`src/rtl/regfile_pkg.sv`:
```
// Shared writeback types for the register file and its writeback arbiter.
package regfile_pkg;

    localparam int REG_NUM_W = 5;
    localparam int DATA_W    = 32;
    // Queue occupancy width; covers 0..4 for the supported DEPTH range.
    localparam int CNT_W     = 3;

    localparam logic SRC_A = 1'b0;
    localparam logic SRC_B = 1'b1;

    typedef struct packed {
        logic [REG_NUM_W-1:0] num;
        logic [DATA_W-1:0]    data;
    } wb_req_t;

    // A pending write to r0 never blocks a reader, and reading r0 is never busy.
    function automatic logic reg_hit(input logic [REG_NUM_W-1:0] pending_num,
                                     input logic [REG_NUM_W-1:0] read_num);
        return (read_num != '0) && (pending_num == read_num);
    endfunction

endpackage

```
`src/rtl/wb_fifo.sv`:
```
// DEPTH-entry writeback request FIFO with occupancy count and a
// two-port register-number match over the currently valid entries.
module wb_fifo
    import regfile_pkg::*;
#(
    parameter int DEPTH = 2
) (
    input  logic                 clk,
    input  logic                 rst_n,
    input  logic                 push,
    input  wb_req_t              push_req,
    input  logic                 pop,
    output wb_req_t              head,
    output logic [CNT_W-1:0]     count,
    input  logic [REG_NUM_W-1:0] match1_num,
    input  logic [REG_NUM_W-1:0] match2_num,
    output logic                 match1,
    output logic                 match2
);

    localparam int PTR_W = $clog2(DEPTH);

    wb_req_t            mem_q [DEPTH];
    wb_req_t            mem_d [DEPTH];
    logic [PTR_W-1:0]   rd_ptr_q, rd_ptr_d;
    logic [PTR_W-1:0]   wr_ptr_q, wr_ptr_d;
    logic [CNT_W-1:0]   count_q, count_d;
    logic [PTR_W-1:0]   off;

    assign head  = mem_q[rd_ptr_q];
    assign count = count_q;

    // Next-state for storage, pointers (wrap naturally, DEPTH is a power of two) and count.
    always_comb begin
        mem_d    = mem_q;
        rd_ptr_d = rd_ptr_q;
        wr_ptr_d = wr_ptr_q;
        count_d  = count_q;
        if (push) begin
            mem_d[wr_ptr_q] = push_req;
            wr_ptr_d        = wr_ptr_q + 1'b1;
        end
        if (pop) begin
            rd_ptr_d = rd_ptr_q + 1'b1;
        end
        case ({push, pop})
            2'b10:   count_d = count_q + 1'b1;
            2'b01:   count_d = count_q - 1'b1;
            default: count_d = count_q;
        endcase
    end

    // Match only entries that sit between the read pointer and read pointer + count.
    always_comb begin
        match1 = 1'b0;
        match2 = 1'b0;
        off    = '0;
        for (int i = 0; i < DEPTH; i++) begin
            off = PTR_W'(i) - rd_ptr_q;
            if (CNT_W'(off) < count_q) begin
                if (reg_hit(mem_q[i].num, match1_num)) match1 = 1'b1;
                if (reg_hit(mem_q[i].num, match2_num)) match2 = 1'b1;
            end
        end
    end

    // Control state; synchronous reset empties the queue.
    always_ff @(posedge clk) begin
        if (!rst_n) begin
            rd_ptr_q <= '0;
            wr_ptr_q <= '0;
            count_q  <= '0;
        end else begin
            rd_ptr_q <= rd_ptr_d;
            wr_ptr_q <= wr_ptr_d;
            count_q  <= count_d;
        end
    end

    // Payload storage; contents are don't-care while the count says empty.
    always_ff @(posedge clk) begin
        mem_q <= mem_d;
    end

endmodule

```
`src/rtl/regfile_wb_arb.sv`:
```
// Writeback arbiter: two per-source FIFOs (ALU, load/mult-div) feed a single
// regfile write port under round-robin arbitration, plus scoreboard busy bits.
module regfile_wb_arb
    import regfile_pkg::*;
#(
    parameter int DEPTH = 2
) (
    input  logic                 clk,
    input  logic                 rst_n,
    input  logic                 a_valid,
    output logic                 a_ready,
    input  logic [REG_NUM_W-1:0] a_num,
    input  logic [DATA_W-1:0]    a_data,
    input  logic                 b_valid,
    output logic                 b_ready,
    input  logic [REG_NUM_W-1:0] b_num,
    input  logic [DATA_W-1:0]    b_data,
    output logic [REG_NUM_W-1:0] write_num,
    output logic [DATA_W-1:0]    write_data,
    output logic                 write_en,
    input  logic [REG_NUM_W-1:0] read1_num,
    input  logic [REG_NUM_W-1:0] read2_num,
    output logic                 busy1,
    output logic                 busy2
);

    wb_req_t              a_head, b_head;
    logic [CNT_W-1:0]     a_count, b_count;
    logic                 a_push, b_push;
    logic                 a_pop, b_pop;
    logic                 a_m1, a_m2, b_m1, b_m2;
    logic                 a_ne, b_ne;

    logic                 last_grant_q, last_grant_d;
    logic                 write_en_q, write_en_d;
    logic [REG_NUM_W-1:0] write_num_q, write_num_d;
    logic [DATA_W-1:0]    write_data_q, write_data_d;

    // Ready depends only on occupancy, never on a same-edge pop.
    assign a_ready = (a_count < CNT_W'(DEPTH));
    assign b_ready = (b_count < CNT_W'(DEPTH));
    assign a_push  = a_valid & a_ready;
    assign b_push  = b_valid & b_ready;
    assign a_ne    = (a_count != '0);
    assign b_ne    = (b_count != '0);

    wb_fifo #(.DEPTH(DEPTH)) u_fifo_a (
        .clk        (clk),
        .rst_n      (rst_n),
        .push       (a_push),
        .push_req   ('{num: a_num, data: a_data}),
        .pop        (a_pop),
        .head       (a_head),
        .count      (a_count),
        .match1_num (read1_num),
        .match2_num (read2_num),
        .match1     (a_m1),
        .match2     (a_m2)
    );

    wb_fifo #(.DEPTH(DEPTH)) u_fifo_b (
        .clk        (clk),
        .rst_n      (rst_n),
        .push       (b_push),
        .push_req   ('{num: b_num, data: b_data}),
        .pop        (b_pop),
        .head       (b_head),
        .count      (b_count),
        .match1_num (read1_num),
        .match2_num (read2_num),
        .match1     (b_m1),
        .match2     (b_m2)
    );

    // Round-robin grant: on a tie the source not granted last wins; pops see pre-edge contents.
    always_comb begin
        a_pop        = a_ne & (~b_ne | (last_grant_q == SRC_B));
        b_pop        = b_ne & ~a_pop;
        last_grant_d = last_grant_q;
        write_en_d   = 1'b0;
        write_num_d  = write_num_q;
        write_data_d = write_data_q;
        if (a_pop) begin
            last_grant_d = SRC_A;
            write_num_d  = a_head.num;
            write_data_d = a_head.data;
            write_en_d   = (a_head.num != '0);
        end else if (b_pop) begin
            last_grant_d = SRC_B;
            write_num_d  = b_head.num;
            write_data_d = b_head.data;
            write_en_d   = (b_head.num != '0);
        end
    end

    // Output register and fairness state; reset drops any in-flight write.
    always_ff @(posedge clk) begin
        if (!rst_n) begin
            last_grant_q <= SRC_B;
            write_en_q   <= 1'b0;
            write_num_q  <= '0;
            write_data_q <= '0;
        end else begin
            last_grant_q <= last_grant_d;
            write_en_q   <= write_en_d;
            write_num_q  <= write_num_d;
            write_data_q <= write_data_d;
        end
    end

    assign write_en   = write_en_q;
    assign write_num  = write_num_q;
    assign write_data = write_data_q;

    // A read is busy while its register is queued in either source or being written this cycle.
    assign busy1 = a_m1 | b_m1 | (write_en_q & reg_hit(write_num_q, read1_num));
    assign busy2 = a_m2 | b_m2 | (write_en_q & reg_hit(write_num_q, read2_num));

endmodule

```
`config.mk`:
```
export PLATFORM = sky130hd
export DESIGN_NAME = regfile_wb_arb
export DESIGN_NICKNAME = d
export VERILOG_FILES = /design/src/rtl/regfile_pkg.sv /design/src/rtl/wb_fifo.sv /design/src/rtl/regfile_wb_arb.sv
export SDC_FILE = /design/constraint.sdc
export NUM_CORES = 1
export LEC_CHECK = 0
export CORE_MARGIN = 5
export CORE_UTILIZATION = 54
export CTS_BUF_LIST = sky130_fd_sc_hd__clkbuf_8
export CTS_CLUSTER_SIZE = 12
export DETAILED_ROUTE_END_ITERATION = 16
export HOLD_SLACK_MARGIN = 0.05
export PLACE_DENSITY = 0.81
export SYNTH_ARGS = -nofsm -noshare
export SYNTH_HDL_FRONTEND = slang
export SYNTH_HIERARCHICAL = 1
export SYNTH_SLANG_ARGS = --single-unit
export TNS_END_PERCENT = 5
```
`constraint.sdc`:
```
create_clock -name clk -period 5.8 [get_ports clk]
set_input_delay 0.58 -clock clk [delete_from_list [all_inputs] [get_ports clk]]
set_output_delay 0.58 -clock clk [all_outputs]
set_load 0.05 [all_outputs]
```
### After elaboration in Yosys (flattened, before gate mapping)

Index checks and enable logic that the tools add are counted.

| storage, ports and cells | value |
|---|---|
| logic and storage cells | 132 |
| output and inout port bits | 42 |
| bits of input ports | 88 |
| flip-flop bits (word level) | 197 |

| operators by class | value |
|---|---|
| bitwise operators | 17 |
| add/subtract/negate cells | 12 |
| equal/unequal tests | 14 |
| magnitude comparators | 12 |
| multiplexer cells | 38 |
| reduce and logical (&&, ||, !) cells | 21 |

Operator list:

| kind | number |
|---|---|
| two-way mux 37 bit | 8 |
| bitwise mux 74 bit | 2 |
| demux 37 bit (select 1 bit) | 2 |
| two-way mux 32 bit | 2 |
| equality test 5 bit | 10 |
| two-way mux 1 bit | 20 |
| nonzero test 5 bit | 4 |
| logical AND 1 bit | 12 |
| less-than comparator 1 x 3 -> 1 bit | 4 |
| one-hot mux 3 bit (2 select lines) | 2 |
| two-way mux 5 bit | 2 |
| greater-or-equal comparator 2 bit, second input constant | 4 |
| inverter 1 -> 2 bit | 4 |
| adder 3 x 1 -> 3 bit, second input constant | 2 |
| AND 1 bit | 6 |
| less-than comparator 3 x 2 -> 1 bit, second input constant | 2 |
| nonzero test 2 bit | 3 |
| nonzero test 3 bit | 2 |
| subtractor 3 x 1 -> 3 bit, second input constant | 2 |
| OR 1 bit | 5 |
| adder 1 bit, second input constant | 4 |
| equality test 2 x 1 -> 1 bit, second input constant | 2 |
| equality test 2 bit, second input constant | 2 |
| less-than comparator 2 x 1 -> 1 bit, second input constant | 2 |
| other kinds (2) | 6 |

### Logic depth before layout (Yosys ltp)

| logic depth | value |
|---|---|
| depth after elaboration | 8 |
| depth in mapped cells | 10 |
| depth with buffers taken out | 9 |

### By module

The synthesis kept the hierarchy.

By module, submodules not included:

| module | cells each | instances | area each (um2) | sequential area each (um2) |
|---|---|---|---|---|
| wb_fifo | 179 | 2 | 3190.6 | 2322.2 |
| regfile_wb_arb | 170 | 1 | 1845.5 | 780.7 |

### Least setup slack after synthesis

OpenSTA, ideal clock, no wires.

| timing | value |
|---|---|
| path type | flip-flop to flip-flop |
| start | reg u_fifo_a.count_q[1] (netlist: u_fifo_a/count[1]) |
| end | reg u_fifo_a/mem_q[37] (netlist bit), enable pin |
| data arrival time | 2952 ps |
| period minus slack after synthesis | 3385 ps |
| setup time | 433 ps |
| stages on the path, launching flop included | 5 |
| path slack | 2415 ps |
| cells stage by stage | dfxtp_1 nor2_1 and2_1 inv_1 nor2_1 |

| between the ends | value |
|---|---|
| longest elaborated chain between the ends | 2 |

Ends and longest elaborated chain:

| item | RTL line | source |
|---|---|---|
| start, declared | wb_fifo.sv:27 | `logic [CNT_W-1:0] count_q, count_d;` |
| start signal, assigned | wb_fifo.sv:76 | `count_q <= count_d;` |
| less-than comparator 3 x 2 -> 1 bit | regfile_wb_arb.sv:40 | `assign a_ready = (a_count < CNT_W'(DEPTH));` |
| net a_ready | regfile_wb_arb.sv:11 | `output logic a_ready,` |
| AND 1 bit | regfile_wb_arb.sv:42 | `assign a_push = a_valid & a_ready;` |
| net a_push | regfile_wb_arb.sv:29 | `logic a_push, b_push;` |
| end signal, assigned | wb_fifo.sv:82 | `mem_q <= mem_d;` |
| end, declared | wb_fifo.sv:23 | `wb_req_t mem_q [DEPTH];` |

The timed path passes the listed nets, and every way through them passes these cells.
A chain may end at the register's enable or synchronous reset.

### Worst setup path in the final report

| timing | value |
|---|---|
| start | reg u_fifo_a.rd_ptr_q |
| end | out busy1 |

| between the ends | value |
|---|---|
| longest elaborated chain between the ends | 7 |
| elaborated cells between the ends (all ways) | 9 |
| those cells by class | add/sub: 2; order compare: 2; mux: 3; bitwise: 2 |

Ends and longest elaborated chain:

| item | RTL line | source |
|---|---|---|
| start, declared | wb_fifo.sv:25 | `logic [PTR_W-1:0] rd_ptr_q, rd_ptr_d;` |
| start signal, assigned | wb_fifo.sv:74 | `rd_ptr_q <= rd_ptr_d;` |
| subtractor 1 bit | wb_fifo.sv:59 | `off = PTR_W'(i) - rd_ptr_q;` |
| less-than comparator 1 x 3 -> 1 bit | wb_fifo.sv:60 | `if (CNT_W'(off) < count_q) begin` |
| two-way mux 1 bit | wb_fifo.sv:60 |  |
| two-way mux 1 bit | wb_fifo.sv:61 | `if (reg_hit(mem_q[i].num, match1_num)) match1 = 1'b1;` |
| two-way mux 1 bit * | wb_fifo.sv:60 |  |
| net a_m1 | regfile_wb_arb.sv:31 | `logic a_m1, a_m2, b_m1, b_m2;` |
| OR 1 bit * (2 in series) | regfile_wb_arb.sv:116 | `assign busy1 = a_m1 \| b_m1 \| (write_en_q & reg_hit(write_num_q, read1_num));` |
| end, declared | regfile_wb_arb.sv:23 | `output logic busy1,` |

Mark *: on every way through the listed nets, which the timed path passes. The rest lies on a longest branch.

==> metrics.md <==
| Metric | Value |
|---|---|
| Latest clock arrival within the worst-skew pair | 460 ps |
| Worst setup SP type | flip-flop |
| Fmax | 0.2542 GHz |
| Clock share of power | 15.2% |
| Synth Cell Area | 8227 µm² |
| Final WS setup | 1867 ps |
| Reg clk slew, reported paths | 100 ps |
| Placed Area | 9657 µm² |
| Rows | 45 |
| Logic pwr share | 44.7% |
| Post-CTS Setup Bufs | 0 |
| Post-place setup slack | 2214 ps |
| CTS max path bufs | 2 |
| Syn-to-layout area delta | 21.81% |
| Final setup violation count | 0 |
| Number of flops mapped to enable cells by yosys | 148 |
| Crit path from | u_fifo_a/rd_ptr_q |
| 1st-iter DRT viols | 337 |
| Synthesized flop and latch total | 197 |
| Most used DFF post-synth | edfxtp_1 |
| Syn_nets | 620 |
| Cells after DPL | 832 |
| Hpwl dp | 11760 µm |
| Slew Viols, Final | 0 |
| Syn_area_per_cell | 15.58 µm² |
| Slew @ Worst Pin | 1124 ps |
| DR pass1 iterations | 5 |
| Hold slack | 475.1 ps |
| Worst endpoint required time | 5220 ps |
| Final WL | 18140 µm |
| Root Driver | clkbuf_8 |
| Switch share | 40.95% |
| PwrDens | 533.3 nW/µm² |
| H-tree Lvls | 4 |
| Vias | 4927 |
| Drt wl/cell | 21.02 µm |
| IO Port Bufs | 129 |
| Max Cap Viol | 0 |
| Final Hold Fails | 0 |
| Hold crit path type | flip-flop to flip-flop |
| Share of cells above drive strength 1 | 18.07% |
| Synth Instances | 528 |
| TNS Setup | 0 ps |
| Die height | 133.4 µm |
| Initial Util | 54.52% |
| Worst R2R Path Depth | 8 |
| Largest net degree at the start of global routing | 41 |
| Initial antenna violation count | 1 |
| GP Congestion | 0.8898 |
| Cts hold-fix bufs | 0 |
| Layout Cells excl Fill | 863 |
| CP Max Fanout | 40 |
| ANT nets after route | 0 |
| PostCTS Resize Cnt | 0 |
| Total Routing Usage GR | 21.10% |
| Vias in the first global route | 5428 |
| Slew headroom | 25.08% |
| CP arrival | 3350 ps |
| Worst r2r src | u_fifo_a/count[1] |
| Layout Utilization | 66.41% |
| Ys async rst share | 0% |
| Full die area | 17800 µm² |
| Worst VDD drop | 0.0004407 V |
| Final Net Count | 755 |
| IO Count | 130 |
| Unrepaired setup endpoints after global routing | false |
| Distinct cell type count after synthesis | 40 |
| P_leak | 3.475 nW |
| CTS Buf Count | 17 |
| # DRC | 0 |
| Worst reg2reg setup slack | 3100 ps |
| Sequential share of power | 40.1% |
| Clock Skew | 15.84 ps |
| Final period utilization | 67.81% |
| CP endpoint kind | output port |
| Post-synthesis sequential area ratio | 65.95% |
| Die W | 133.4 µm |
| First-pass GRT wire length | 28860 µm |
| Status | complete, no violations |
| Worst r2r dst | u_fifo_b/count[2] |
| Core footprint | 15090 µm² |
| # clock sinks | 197 |
| CP Class | flip-flop to output port |
| Ys Warns | 6 |
| Sw power | 2.189 mW |
| Tot Pwr | 5.345 mW |
| ANT cells | 0 |
| P_int | 3.156 mW |
| CTS tree | done |
| Layout Cell Area excl Fill | 10020 µm² |
| GR Overflow Total | 0 |
| Critical Path Sink | busy1 |
| Fin crit period | 3933 ps |
| Vias per cell | 5.709 |
==> layer usage <==
metal	track usage (%)	vias to the layer above	share of wire (%)
met4	7.200	2	2.2
li1	-	2271	-
met1	25.95	2478	42
met2	35.81	147	50
met5	0	-	0.072
met3	6.269	29	6.1
==> registers in the layout, indices dropped and copies added (netlist names) <==
| register | count |
|---|---|
| u_fifo_a/count | 3 |
| u_fifo_b/mem_q | 74 |
| u_fifo_b/rd_ptr_q | 1 |
| write_en | 1 |
| u_fifo_a/wr_ptr_q | 1 |
| u_fifo_a/rd_ptr_q | 1 |
| u_fifo_a/mem_q | 74 |
| u_fifo_b/wr_ptr_q | 1 |
| u_fifo_b/count | 3 |
| last_grant_q | 1 |
| write_data | 32 |
| write_num | 5 |
==> cell type report <==
class,count,area [µm²]
tap,188,235.2
clock inverter,13,116.4
fill,1101,5069
sequential,197,5428
inverter,15,56.30
timing repair buffer,134,1329
clock buffer,18,247.7
multi-input combinational,298,2609
==> cell usage after synthesis (6+ instances only) <==
library cell,instances,area share [%]
mux2_2,74,10
xor2_1,38,4.0
xnor2_1,16,1.7
o21ai_0,7,0.43
a21oi_1,15,0.91
buf_4,8,0.73
nor2_1,12,0.55
nand3_1,8,0.49
dfxtp_1,49,12
mux2i_1,32,3.9
nor4_1,7,0.53
o2bb2ai_1,32,3.4
edfxtp_1,148,54
nand2_1,6,0.27
and2_1,10,0.76
inv_1,15,0.68
==> worst min path at each step <==
stage	cells after the start	slack (ps)	to	startpoint
CTS	1	480	write_data[7]	write_data[7]
global route	1	500	write_data[26]	write_data[26]
global placement	1	450	write_data[19]	write_data[19]
floorplan	1	510	last_grant_q	last_grant_q
detailed placement	1	450	write_data[21]	write_data[21]
finish	1	480	write_data[9]	write_data[9]
==> placed cells by master, fill, tap and decap left out, drive strengths merged, types with 9 or more instances in the layout <==
cell type        n
inv             21
o2bb2ai         32
and2            10
a21oi           16
xnor2           16
nor2            13
clkbuf          18
mux2            74
mux2i           32
dfxtp           49
clkdlybuf4s50  129
edfxtp         148
xor2            38
o21ai            9
==> power by group through the flow <==
stage / Sequential (mW) / Combinational, mW / Clock (mW)
floorplan: 2.53 / 1.35 / 0
global placement: 2.16 / 2.35 / 0
detailed placement: 2.17 / 2.40 / 0
CTS: 2.14 / 2.41 / 0.832
global route: 2.18 / 2.56 / 0.899
finish: 2.14 / 2.39 / 0.811
==> critical path, cell delays in order, from the launching register on <==
cell and delay [ps]:
dfxtp_2 1050, a211oi_1 260, nor4_1 330, nand3_1 110, a21oi_1 180, nor2_1 50, o21ai_0 80, clkdlybuf4s50_1 830
==> cells by family after synthesis <==
logic type,Yosys count,synth area share (%)
multiplexers,106,14.02
adder cells (fa/ha/maj),4,0.7908
XOR/XNOR,54,5.749
buffers and inverters,33,2.555
flip-flops,197,65.95
AO/OA/AOI/OAI,71,6.646
AND/OR/NAND/NOR,63,4.289
No activity file was read; power rests on OpenSTA's default activity.
